[src/rtl/xmem_stream_loader.sv]
// xmem_stream_loader
//   Bus master in front of an xmem data port. It moves a strided block of
//   words in one of two directions:
//     - write mode (dir=0): input stream -> xmem
//     - read mode  (dir=1): xmem -> output stream
//   Each xmem transaction is one valid/ready handshake. FETCH and PUSH always
//   sit between two REQ cycles, so m_valid_o drops for at least one cycle
//   between transactions, as the xmem ready-pulse protocol requires.
// Ports:
//   clk_i, rst_i                    clock, synchronous active-high reset
//   start_i, dir_i, base_addr_i,
//   incr_i, len_i                   transfer configuration, latched on start_i
//   busy_o, done_o                  status; done_o is a 1-cycle pulse
//   s_valid_i/s_data_i/s_ready_o    input stream (write mode)
//   o_valid_o/o_data_o/o_ready_i    output stream (read mode)
//   m_valid_o/m_addr_o/m_wdata_o/
//   m_wstrb_o/m_ready_i/m_rdata_i   xmem bus
module xmem_stream_loader #(
  parameter int DATA_W = 32,
  parameter int ADDR_W = 10,
  parameter int LEN_W  = 11
) (
  input  logic                clk_i,
  input  logic                rst_i,
  input  logic                start_i,
  input  logic                dir_i,
  input  logic [ADDR_W-1:0]   base_addr_i,
  input  logic [ADDR_W-1:0]   incr_i,
  input  logic [LEN_W-1:0]    len_i,
  output logic                busy_o,
  output logic                done_o,
  input  logic                s_valid_i,
  input  logic [DATA_W-1:0]   s_data_i,
  output logic                s_ready_o,
  output logic                o_valid_o,
  output logic [DATA_W-1:0]   o_data_o,
  input  logic                o_ready_i,
  output logic                m_valid_o,
  output logic [ADDR_W-1:0]   m_addr_o,
  output logic [DATA_W-1:0]   m_wdata_o,
  output logic [DATA_W/8-1:0] m_wstrb_o,
  input  logic                m_ready_i,
  input  logic [DATA_W-1:0]   m_rdata_i
);

  typedef enum logic [2:0] {IDLE, FETCH, REQ, PUSH, DONE} state_e;

  state_e                state_q, state_d;
  logic                  dir_q, dir_d;
  logic [ADDR_W-1:0]     incr_q, incr_d;
  logic [LEN_W-1:0]      len_q, len_d;
  logic [LEN_W-1:0]      cnt_q, cnt_d;
  logic [ADDR_W-1:0]     addr_q, addr_d;
  logic [DATA_W-1:0]     wdata_q, wdata_d;
  logic [DATA_W-1:0]     odata_q, odata_d;
  logic [LEN_W-1:0]      cnt_inc;

  assign cnt_inc = cnt_q + LEN_W'(1);

  always_comb begin
    state_d = state_q;
    dir_d   = dir_q;
    incr_d  = incr_q;
    len_d   = len_q;
    cnt_d   = cnt_q;
    addr_d  = addr_q;
    wdata_d = wdata_q;
    odata_d = odata_q;
    case (state_q)
      IDLE: if (start_i) begin
        dir_d  = dir_i;
        incr_d = incr_i;
        len_d  = len_i;
        addr_d = base_addr_i;
        cnt_d  = '0;
        if (len_i == '0) state_d = DONE;
        else             state_d = dir_i ? REQ : FETCH;
      end
      FETCH: if (s_valid_i) begin
        wdata_d = s_data_i;
        state_d = REQ;
      end
      REQ: if (m_ready_i) begin
        cnt_d  = cnt_inc;
        addr_d = addr_q + incr_q;  // wraps mod 2^ADDR_W; incr may be negative
        if (dir_q) begin
          odata_d = m_rdata_i;
          state_d = PUSH;
        end else begin
          state_d = (cnt_inc == len_q) ? DONE : FETCH;
        end
      end
      // cnt was already advanced on the handshake that fetched this word
      PUSH: if (o_ready_i) state_d = (cnt_q == len_q) ? DONE : REQ;
      DONE: state_d = IDLE;
      default: state_d = IDLE;
    endcase
  end

  // Status outputs are decoded from the next state so they are true
  // registers that line up with state_q.
  always_ff @(posedge clk_i) begin
    if (rst_i) begin
      state_q   <= IDLE;
      dir_q     <= 1'b0;
      incr_q    <= '0;
      len_q     <= '0;
      cnt_q     <= '0;
      addr_q    <= '0;
      wdata_q   <= '0;
      odata_q   <= '0;
      busy_o    <= 1'b0;
      done_o    <= 1'b0;
      s_ready_o <= 1'b0;
      o_valid_o <= 1'b0;
      m_valid_o <= 1'b0;
      m_wstrb_o <= '0;
    end else begin
      state_q   <= state_d;
      dir_q     <= dir_d;
      incr_q    <= incr_d;
      len_q     <= len_d;
      cnt_q     <= cnt_d;
      addr_q    <= addr_d;
      wdata_q   <= wdata_d;
      odata_q   <= odata_d;
      busy_o    <= (state_d != IDLE);
      done_o    <= (state_d == DONE);
      s_ready_o <= (state_d == FETCH);
      o_valid_o <= (state_d == PUSH);
      m_valid_o <= (state_d == REQ);
      m_wstrb_o <= (state_d == REQ && !dir_d) ? {(DATA_W/8){1'b1}} : '0;
    end
  end

  assign m_addr_o  = addr_q;
  assign m_wdata_o = wdata_q;
  assign o_data_o  = odata_q;

endmodule

[config.mk]
export PLATFORM = sky130hd
export DESIGN_NAME = xmem_stream_loader
export DESIGN_NICKNAME = d
export VERILOG_FILES = /design/src/rtl/xmem_stream_loader.sv
export SDC_FILE = /design/constraint.sdc
export NUM_CORES = 1
export LEC_CHECK = 0
export CAP_MARGIN = 10
export CORE_ASPECT_RATIO = 0.9
export CORE_UTILIZATION = 45
export CTS_BUF_LIST = sky130_fd_sc_hd__clkbuf_4
export CTS_CLUSTER_DIAMETER = 50
export CTS_CLUSTER_SIZE = 40
export DETAILED_ROUTE_END_ITERATION = 10
export GPL_TIMING_DRIVEN = 0
export PLACE_DENSITY = 0.81
export SKIP_LAST_GASP = 1
export SYNTH_ARGS = -nofsm -noshare
export SYNTH_HDL_FRONTEND = slang
export SYNTH_SLANG_ARGS = --single-unit
export TNS_END_PERCENT = 50
[constraint.sdc]
create_clock -name clk_i -period 3.6 [get_ports clk_i]
set_clock_uncertainty 0.15 [all_clocks]
set_input_delay 0.72 -clock clk_i [delete_from_list [all_inputs] [get_ports clk_i]]
set_output_delay 0.72 -clock clk_i [all_outputs]
set_load 0.05 [all_outputs]
==> summary.txt, run 1 <==
Run status
  • Status: completed

Synth
  • Synth Instances: 631
  • Post-Synth Adder-Cell Area: 2.92%
  • Leading area contributor after synthesis: dfxtp_1
  • Number of synthesized flops with an enable pin: 0
  • Post-Synth Simple-Gate Area: between 20% and 30%
  • Avg Inst Size Synth: roughly 8 µm²
  • FFs w/ async S/R, synth: 0%
  • Ranking of synthesized cells by area: dfxtp_1, nand2_1, a21oi_1
  • YS warnings: 0
  • Post-Synth XOR/XNOR Area: about 4.8%
  • Largest family of logic cells by synthesized area: simple AND/OR/NAND/NOR gates
  • Mapped Nets: about 740
  • Ys flop type: dfxtp_1
  • Area share of the leading cell type in the synthesized netlist: about 47%
  • Compound-Gate Fraction of Synth Area: between 15 and 20%
  • Top-count cell post-synth: nand2_1
  • Post-synthesis mux area share: less than 1%
  • Synth cell count leaders: nand2_1, dfxtp_1, a21oi_1, clkbuf_1, nor2_1
  • Cell Area, Synth: ~5000 µm²
  • Post-synth cell types: just over 50
  • Post-synthesis sequential area ratio: 46.8%
  • FF+latch count, synth: ~120

Worst setup path
  • R2R Path End: m_wstrb_o[2]
  • Crit-path cells: clkdlybuf4s50_1 -> and3_1 -> clkbuf_1 -> and2_1 -> clkbuf_1 -> clkbuf_1 -> nand2_1 -> a21oi_1
  • CP endpoint kind: flip-flop
  • Most used cell, CP: clkbuf_1
  • CP Data Required Time: 3.90 ns
  • CP max stage delay: 0.62 ns
  • Critical path launch point type: primary input
  • CP arrival: approximately 3.1 ns
  • Launch point of the worst reg-to-reg path: cnt_q[0]
  • Worst R2R Path Depth: 8
  • WS Path Type: in2reg
  • Crit-path max FO: 10
  • R2r setup slk: 0.87 ns
  • Max stage delay cell, worst path: clkdlybuf4s50_1

Power
  • Leak: about 2.6 nW
  • Clock network power share: a little over a third
  • Worst IR drop on VDD: ~430 µV
  • Pwr dens: 433 nW/µm²
  • Flop pwr share: between 40% and 50%
  • Comb pwr share: 20.9%
  • NetSw: around 0.0009 W
  • Internal: approximately 0.0023 W
  • Switching Share: 28.7%

Finish
  • Nets: 946
  • Non-Filler Instances: between 900 and 1000
  • Final instance area: 7300 µm²
  • Fraction of layout cells with a size suffix above 1: roughly 4.7%
  • # fillers: about 900
  • Syn-to-layout area delta: 47.0%
  • Layout Utilization: about two thirds

Worst hold path
  • Source of the worst hold timing path: m_wdata_o[26]
  • Hold crit path type: reg2reg
  • Hold EP: m_wdata_o[26]
  • Worst Hold Depth: 2

Floorplan
  • Die area: between 10000 and 15000 µm²
  • Starting Density: a little under half
  • Die Span X: around 110 µm
  • Die height: 102 µm
  • Num ports: between 150 and 200
  • Rows: 36
  • Core ar.: approximately 11000 µm²

Timing
  • Setup violators final: 0
  • RSZ-0062 raised after global routing: no
  • F_max: roughly 0.36 GHz
  • Total Neg Setup Slack: 0 ns
  • Final min period: 2.78 ns
  • Worst relative slew slack: a little under three fifths
  • Transition time of the tightest slew-check pin: about 0.67 ns
  • Hold Vio Cnt, Final: 0
  • Post-route clock period utilization: a little under 80%
  • Slew Viols, Final: 0

CTS
  • Longest Clk Path Bufs: 2
  • Post-CTS Hold Fix Bufs: 0
  • Root Buffer: clkbuf_4
  • Worst-path clk slew: 0.10 ns
  • CTS buffer count: 17
  • Post-cts sizing count: 0
  • Setup bufs post-CTS: 0
  • Clk sinks: ~120
  • CTS tree: done
  • Worst skew pair latency: approximately 0.52 ns
  • CTS H-tree lvls: 4

GRT
  • Met3 GRT Util: 8.92%
  • Busiest grt layer: met2
  • Total gr overflow: 0
  • Met1 usage: between 20% and 30%
  • Global-route wire length before repair: ~23000 µm
  • Number of global-route vias before repair: about 4900
  • Antenna violations before repair: 1
  • Grt met2 use: a little under half
  • Total GRT Usage: about a quarter
  • Largest net degree at the start of global routing: 17

Routing
  • DR iter-0 viols: ~250
  • Final wirelength: ~15000 µm
  • Post-DR vias/cell: approximately 5.3
  • Routed vias: around 5200
  • Residual DRC: 0
  • Routed Antenna Nets: 0
  • DR WL/cell: roughly 15 µm
  • DRT Pass-1 Iters: 5

Placed design
  • Number of instances in the placed design: 947
  • Dpl hpwl: 11400 µm
  • Port Buf Inserts: 183
  • Placed instance area: just under 7000 µm²
  • GP Congestion: between 0.8 and 0.9

Flow run
  • Total of max-cap violations: 0
-- logic make-up (layout without fill, tap and decap cells) --
| logic type | count (synthesis) | count (layout) |
|---|---|---|
| AO/OA/AOI/OAI | 146 | 146 |
| XOR/XNOR | 27 | 27 |
| adder cells (fa/ha/maj) | 11 | 11 |
| buffers and inverters | 49 | 264 |
| flip-flops | 116 | 116 |
| multiplexers | 3 | 3 |
| other | 0 | 1 |
| AND/OR/NAND/NOR | 279 | 279 |
-- power by group through the flow --
stage	Combinational [W]	Sequential, W	Clock (W)
floorplan	0.000261	0.00153	0
global placement	0.000637	0.00141	0
detailed placement	0.000653	0.00142	0
CTS	0.000657	0.00139	0.00113
global route	0.000704	0.00140	0.00120
finish	0.000659	0.00139	0.00111
-- worst max-delay path, delay by kind of cell --
| kind | cells | cell delay, ns |
|---|---|---|
| buffers and inverters | 4 | 1.69 |
| AND/OR/NAND/NOR | 3 | 0.53 |
| AO/OA/AOI/OAI | 1 | 0.14 |
-- layer usage --
layer	vias to the layer above	part of all wire (%)
met5	-	0
met4	0	2.4
met3	30	8.1
met2	204	49
met1	2421	40
li1	2550	-
-- state kept, by name, indices dropped and copies added (netlist names) --
register,count
o_valid_o,1
s_ready_o,1
len_q,11
m_valid_o,1
state_q,3
m_wstrb_o,1
cnt_q,11
m_addr_o,10
o_data_o,32
busy_o,1
incr_q,10
m_wdata_o,32
dir_q,1
done_o,1
-- worst max-delay path by stage --
| stage | from | to | slack, ns | cells past startpoint |
|---|---|---|---|---|
| finish | m_ready_i | o_data_o[27] | 0.82 | 8 |
| global route | cnt_q[0] | m_wstrb_o[2] | 0.73 | 8 |
| CTS | cnt_q[0] | m_wstrb_o[2] | 0.87 | 8 |
| detailed placement | m_ready_i | o_data_o[27] | 0.36 | 8 |
| global placement | m_ready_i | o_data_o[16] | 0.42 | 8 |
| floorplan | m_addr_o[0] | m_addr_o[6] | 1.14 | 10 |
-- final cells by class --
class	count	area, µm²	area share (%)
antenna	1	2.50	0.0343
buffer	44	186	2.55
clock buffer	20	150	2.06
clock inverter	12	185	2.54
inverter	5	18.8	0.257
multi-input combinational	466	2440	33.4
sequential	116	2320	31.8
tap	133	166	2.28
timing repair buffer	183	1830	25.1
-- cell usage in the layout (no fill, tap or decap), types with 4 or more instances in the layout --
| master | count |
|---|---|
| a2111oi_0 | 5 |
| a21oi_1 | 99 |
| and2_1 | 4 |
| and3_1 | 4 |
| bufinv_16 | 5 |
| clkbuf_1 | 37 |
| clkbuf_4 | 20 |
| clkdlybuf4s50_1 | 183 |
| clkinv_2 | 4 |
| dfxtp_1 | 116 |
| ha_1 | 10 |
| inv_1 | 5 |
| nand2_1 | 191 |
| nand3_1 | 9 |
| nand4_1 | 4 |
| nor2_1 | 34 |
| nor2b_1 | 6 |
| nor3_1 | 11 |
| nor4_1 | 5 |
| o21ai_0 | 13 |
| xnor2_1 | 15 |
| xor2_1 | 12 |
-- per-stage QoR --
step           worst slack, ns  power, W  hold WS (ns)
2_1_floorplan             1.14   0.00179         0.290
3_3_place_gp             0.420   0.00205         0.291
3_5_place_dp             0.355   0.00207         0.296
4_1_cts                  0.874   0.00317         0.309
5_1_grt                  0.728   0.00330         0.332
6_report                 0.819   0.00316         0.308
Note: power is estimated with default switching activity, not from simulation.
==> run 2, diff against run 1 <==
Settings changed: CORE_UTILIZATION 45 to 41, PLACE_DENSITY 0.81 to 0.78.
Clock period 3.6 ns to 2.4 ns, I/O delays scaled along.
==> summary.txt, run 2 (same netlist as run 1, synthesis figures left out) <==
Run status
  • Status: finished with violations (was completed)
  • Failing checks: negative setup slack

Finish
  • Nets: 948 (was 946)
  • Fraction of layout cells with a size suffix above 1: 7.33% (was 4.73%)
  • Ant diodes: 0 (was 1)
  • Syn-to-layout area delta: 48.6% (was 47.0%)
  • Layout Utilization: 63.5% (was 67.8%)
  • Leading cell type in the layout, fill and taps excluded: nand2_1 (unchanged)
  • Most frequent cells in the layout: nand2_1, clkdlybuf4s50_1, dfxtp_1, a21oi_1, nor2_1 (was nand2_1, clkdlybuf4s50_1, dfxtp_1, a21oi_1, clkbuf_1)

Routing
  • DR WL/cell: 14.8 µm (was 15.4 µm)
  • Routed vias: 5192 (was 5205)
  • DRT Pass-1 Iters: 5 (unchanged)
  • Routed Antenna Nets: 0 (unchanged)
  • Final wirelength: 14900 µm (was 15100 µm)
  • Post-DR vias/cell: 5.18 (was 5.31)
  • Residual DRC: 0 (unchanged)
  • DR iter-0 viols: 297 (was 247)

CTS
  • CTS H-tree lvls: 4 (unchanged)
  • CTS tree: done (unchanged)
  • CTS buffer count: 17 (unchanged)
  • Post-CTS Hold Fix Bufs: 0 (unchanged)
  • Clk sinks: 116 (unchanged)
  • Root Buffer: clkbuf_4 (unchanged)
  • Longest Clk Path Bufs: 2 (unchanged)
  • Worst skew pair latency: 0.54 ns (was 0.52 ns)
  • Worst-path clk slew: 0.11 ns (was 0.10 ns)

Timing
  • Setup violators final: 7 (was 0)
  • F_max: 0.408 GHz
  • Worst relative slew slack: 54.1% (was 55.7%)
  • Hold Vio Cnt, Final: 0 (unchanged)
  • Final min period: around 2.4 ns
  • Final WS setup: -0.0486 ns (was 0.819 ns)
  • Slew Viols, Final: 0 (unchanged)
  • Post-route clock period utilization: 102%
  • RSZ-0062 raised after global routing: yes (was no)
  • Transition time of the tightest slew-check pin: 0.689 ns (was 0.665 ns)

Worst setup path
  • Crit-path max FO: 4 (was 10)
  • CP top delay family: buffers and inverters (unchanged)
  • CP Data Required Time: 1.77 ns (was 3.90 ns)
  • CP arrival: 1.82 ns (was 3.08 ns)
  • CP endpoint kind: output pin (was flip-flop)
  • Max stage delay cell, worst path: clkdlybuf4s50_1 (unchanged)
  • Critical path launch point type: flip-flop (was primary input)
  • WS Path Type: reg2out (was in2reg)
  • CP max stage delay: 0.87 ns (was 0.62 ns)
  • Crit-path cells: clkdlybuf4s50_1 (was clkdlybuf4s50_1 -> and3_1 -> clkbuf_1 -> and2_1 -> clkbuf_1 -> clkbuf_1 -> nand2_1 -> a21oi_1)
  • Crit path buf inv count: 1 (was 4)

Floorplan
  • Die height: 106 µm (was 102 µm)
  • Die area: 12600 µm² (was 11500 µm²)
  • Starting Density: 42.7% (was 46.1%)
  • Die Span X: 118 µm (was 113 µm)
  • Num ports: 185 (unchanged)
  • Rows: 37 (was 36)
  • Core ar.: 11600 µm² (was 10800 µm²)

Power
  • Leak: 2.60 nW (was 2.59 nW)
  • Pwr dens: 626 nW/µm² (was 433 nW/µm²)
  • Total Power: 0.00462 W (was 0.00316 W)
  • Worst IR drop on VDD: 427 µV (was 434 µV)

GRT
  • Largest net degree at the start of global routing: 17 (unchanged)
  • Antenna violations before repair: 0 (was 1)
  • Total GRT Usage: 24.1% (was 26.5%)
  • Grt met2 use: 41.1% (was 46.6%)
  • Met1 usage: 28.1% (was 29.8%)
  • Met3 GRT Util: 7.19% (was 8.92%)
  • Global-route wire length before repair: 24100 µm (was 23300 µm)
  • Number of global-route vias before repair: 5105 (was 4895)
  • Total gr overflow: 0 (unchanged)
  • Busiest grt layer: met2 (unchanged)

Flow run
  • Total of max-cap violations: 0 (unchanged)

Worst hold path
  • Hold crit path type: in2reg (was reg2reg)

Placed design
  • Dpl hpwl: 11200 µm (was 11400 µm)
  • GP Congestion: 0.896 (was 0.864)
  • Port Buf Inserts: 183 (unchanged)
run 2: cell types whose count changed in the layout (fill, tap and decap cells not counted), sizes merged:
cell | before | now
clkinv | 6 | 5
clkinvlp | 1 | 3
diode | 1 | 0
clkbuf | 57 | 53
buf | 7 | 11
bufinv | 5 | 4
run 2: power breakdown:
group          total, W  internal [W]  leakage [nW]  switching [W]
sequential      0.00208       0.00201         0.946      0.0000712
combinational  0.000990      0.000417          1.50       0.000573
clock           0.00154      0.000812         0.152       0.000733
total           0.00462       0.00324          2.60        0.00138
run 2: path summary, 6_finish.rpt:
path / startpoint / to / slack, ns / depth (start not counted)
max: m_addr_o[9] / m_addr_o[9] / -0.05 / 1
min: rst_i / m_addr_o[3] / 0.25 / 2
max reg2reg: cnt_q[0] / m_wstrb_o[2] / -0.01 / 7
min reg2reg: m_wdata_o[21] / m_wdata_o[21] / 0.31 / 2
run 2: layer usage:
layer,up-vias,wire length [µm]
li1,2536,-
met3,35,1070
met5,-,0
met2,194,7130
met1,2427,6250
met4,0,426
run 2: cell type report:
cell class                      count  area (µm²)
Tap cell                          156         195
Clock buffer                       18         135
Fill cell                        1004        4240
Multi-Input combinational cell    466        2480
Timing Repair Buffer              188        1870
Inverter                            5        18.8
Clock inverter                     12         164
Buffer                             41         175
Sequential cell                   116        2340
run 2: through the flow:
stage / hold WS, ns / setup TNS, ns / setup WS, ns / instance area (µm²) / std cells
floorplan: 0.290 / -0.0246 / -0.0246 / 4970 / 631
global placement: 0.291 / -24.71 / -0.473 / 6990 / 970
detailed placement: 0.297 / -27.75 / -0.506 / 6990 / 970
CTS: 0.224 / -0.756 / -0.0692 / 7340 / 1002
global route: 0.222 / -1.22 / -0.123 / 7380 / 1002
finish: 0.254 / -0.187 / -0.0486 / 7380 / 1002
run 2: timing repair:
| action | in CTS | in global routing |
|---|---|---|
| endpoints found under the setup margin | 57 | 84 |
| pin swaps | 5 | 6 |
| resized for setup | 11 | 20 |
| buffers inserted | 4 | 1 |
==> run 3, diff against run 2 <==
Settings changed: PLACE_DENSITY 0.78 to unset, PLACE_DENSITY_LB_ADDON set to 0.05.
==> summary.txt, run 3 (same netlist as run 1, synthesis figures left out) <==
CTS
  • Worst-path clk slew: 0.11 ns (about the same)
  • Clk sinks: 116 (unchanged)
  • CTS tree: done (unchanged)
  • Root Buffer: clkbuf_4 (unchanged)
  • Worst skew pair latency: 0.51 ns (was 0.54 ns)
  • Post-CTS Hold Fix Bufs: 0 (unchanged)
  • CTS H-tree lvls: 4 (unchanged)
  • CTS buffer count: 17 (unchanged)
  • Longest Clk Path Bufs: 2 (unchanged)

Worst setup path
  • CP top delay family: buffers and inverters (unchanged)
  • WS Path Type: reg2out (unchanged)
  • Max stage delay cell, worst path: clkdlybuf4s50_1 (unchanged)
  • Critical path launch point type: flip-flop (unchanged)
  • Crit path buf inv count: 1 (unchanged)
  • Crit-path max FO: 3 (was 4)
  • CP endpoint kind: output pin (unchanged)
  • Stages on worst setup path: 1 (unchanged)
  • Worst R2R Path Depth: 7 (unchanged)
  • CP Data Required Time: 1.77 ns (about the same)
  • CP arrival: 1.76 ns (was 1.82 ns)
  • Crit path from: m_addr_o[5] (was m_addr_o[9])
  • Launch point of the worst reg-to-reg path: cnt_q[0] (unchanged)
  • Crit-path cells: clkdlybuf4s50_1 (unchanged)
  • CP max stage delay: 0.83 ns (was 0.87 ns)

Run status
  • Status: completed (was finished with violations)

Placed design
  • Number of instances in the placed design: 970 (unchanged)
  • Port Buf Inserts: 183 (unchanged)
  • GP Congestion: 0.920 (was 0.896)
  • Dpl hpwl: 11200 µm (about the same)

Floorplan
  • Num ports: 185 (unchanged)
  • Die Span X: 118 µm (unchanged)
  • Die height: 106 µm (unchanged)
  • Rows: 37 (unchanged)
  • Starting Density: 42.7% (unchanged)
  • Core ar.: 11600 µm² (unchanged)
  • Die area: 12600 µm² (unchanged)

Power
  • Pwr dens: 627 nW/µm² (was 626 nW/µm²)
  • Leak: 2.69 nW (was 2.60 nW)
  • Worst IR drop on VDD: 543 µV (was 427 µV)
  • Internal: 0.00331 W (was 0.00324 W)
  • Clock network power share: 34.4% (was 33.4%)
  • Flop pwr share: 44.4% (was 45.1%)
  • Total Power: 0.00467 W (was 0.00462 W)
  • Switching Share: 29.3% (was 29.8%)
  • Comb pwr share: 21.2% (was 21.4%)
  • NetSw: 0.00137 W (was 0.00138 W)

Routing
  • Routed Antenna Nets: 0 (unchanged)
  • Routed vias: 5093 (was 5192)
  • Post-DR vias/cell: 5.05 (was 5.18)
  • DRT Pass-1 Iters: 4 (was 5)
  • DR iter-0 viols: 272 (was 297)
  • Residual DRC: 0 (unchanged)
  • DR WL/cell: 15.0 µm (was 14.8 µm)
  • Final wirelength: 15100 µm (was 14900 µm)

Timing
  • Worst relative slew slack: 57.3% (was 54.1%)
  • Slew Viols, Final: 0 (unchanged)
  • Setup violators final: 0 (was 7)
  • Hold Vio Cnt, Final: 0 (unchanged)
  • Post-route clock period utilization: 99.6% (was 102%)
  • Transition time of the tightest slew-check pin: 0.640 ns (was 0.689 ns)
  • Final min period: 2.39 ns (was 2.45 ns)
  • F_max: 0.418 GHz (was 0.408 GHz)
  • RSZ-0062 raised after global routing: yes (unchanged)

Flow run
  • Total of max-cap violations: 0 (unchanged)

GRT
  • Number of global-route vias before repair: 4880 (was 5105)
  • Total gr overflow: 0 (unchanged)
  • Antenna violations before repair: 1 (was 0)
  • Global-route wire length before repair: 23800 µm (was 24100 µm)
  • Largest net degree at the start of global routing: 17 (unchanged)
  • Total GRT Usage: 24.2% (was 24.1%)

Worst hold path
  • Hold crit path type: in2reg (unchanged)
  • Source of the worst hold timing path: rst_i (unchanged)
  • Worst Hold Depth: 2 (unchanged)

Finish
  • Syn-to-layout area delta: 50.0% (was 48.6%)
  • Leading cell type in the layout, fill and taps excluded: nand2_1 (unchanged)
  • Fraction of layout cells with a size suffix above 1: 8.23% (was 7.33%)
  • # fillers: 1047 (was 1004)
  • Nets: 951 (was 948)
  • Most frequent cells in the layout: nand2_1, clkdlybuf4s50_1, dfxtp_1, a21oi_1, nor2_1 (unchanged)
  • Non-Filler Instances: 1008 (was 1002)
-- run 3: layout make-up --
| type | count | area [µm²] | share of cell area, % |
|---|---|---|---|
| repair buffers | 191 | 1900 | 25.4 |
| plain buffers | 41 | 175 | 2.35 |
| diodes | 1 | 2.50 | 0.0336 |
| clock inverters | 10 | 156 | 2.10 |
| clock buffers | 22 | 165 | 2.22 |
| multi-input cells | 466 | 2510 | 33.7 |
| inverters | 5 | 18.8 | 0.252 |
| flip-flops and latches | 116 | 2330 | 31.3 |
| well taps | 156 | 195 | 2.62 |
-- run 3: per-stage QoR --
stage	setup slack, ns	utilization (%)	cell area [µm²]	hold WS [ns]	setup TNS, ns
3_5_place_dp	-0.586	60.2	6990	0.295	-29.78
5_1_grt	-0.0857	64.1	7450	0.248	-0.989
4_1_cts	-0.0505	63.4	7370	0.253	-0.496
3_3_place_gp	-0.474	60.2	6990	0.291	-26.62
2_1_floorplan	-0.0246	-	4970	0.290	-0.0246
6_report	0.00852	64.1	7450	0.280	0
-- run 3: worst paths after layout --
check,to,slack [ns]
min reg2reg,m_wdata_o[20],0.31
max reg2reg,m_wstrb_o[2],0.04
min,m_addr_o[3],0.28
max,m_addr_o[5],0.009
-- run 3: repair_timing --
item / CTS / global route
gates resized for setup: 13 / 24
endpoints found under the setup margin: 64 / 70
pin swaps: 3 / 7
setup buffers: 6 / 2
-- run 3: power groups by stage --
stage	sequential (W)	combinational [W]	clock (W)
3_3_place_gp	0.00212	0.000960	0
4_1_cts	0.00208	0.000980	0.00164
2_1_floorplan	0.00230	0.000391	0
6_report	0.00208	0.000992	0.00161
3_5_place_dp	0.00212	0.000978	0
5_1_grt	0.00209	0.00107	0.00174
-- run 3: worst reg2reg max path, stage by stage, from the launching register on --
cell and delay (ns):
dfxtp_4 0.38, ha_4 0.14, nand3_4 0.11, or2_4 0.28, or4_4 0.50, a2111oi_4 0.39, o21a_2 0.22, and3_1 0.15
-- run 3: layer usage --
| metal | track usage (%) | vias to the layer above | share of wire [%] |
|---|---|---|---|
| li1 | - | 2557 | - |
| met3 | 7.94 | 19 | 7.5 |
| met2 | 39.6 | 173 | 47 |
| met5 | 0 | - | 0 |
| met4 | 9.07 | 0 | 2.3 |
| met1 | 29.5 | 2344 | 43 |
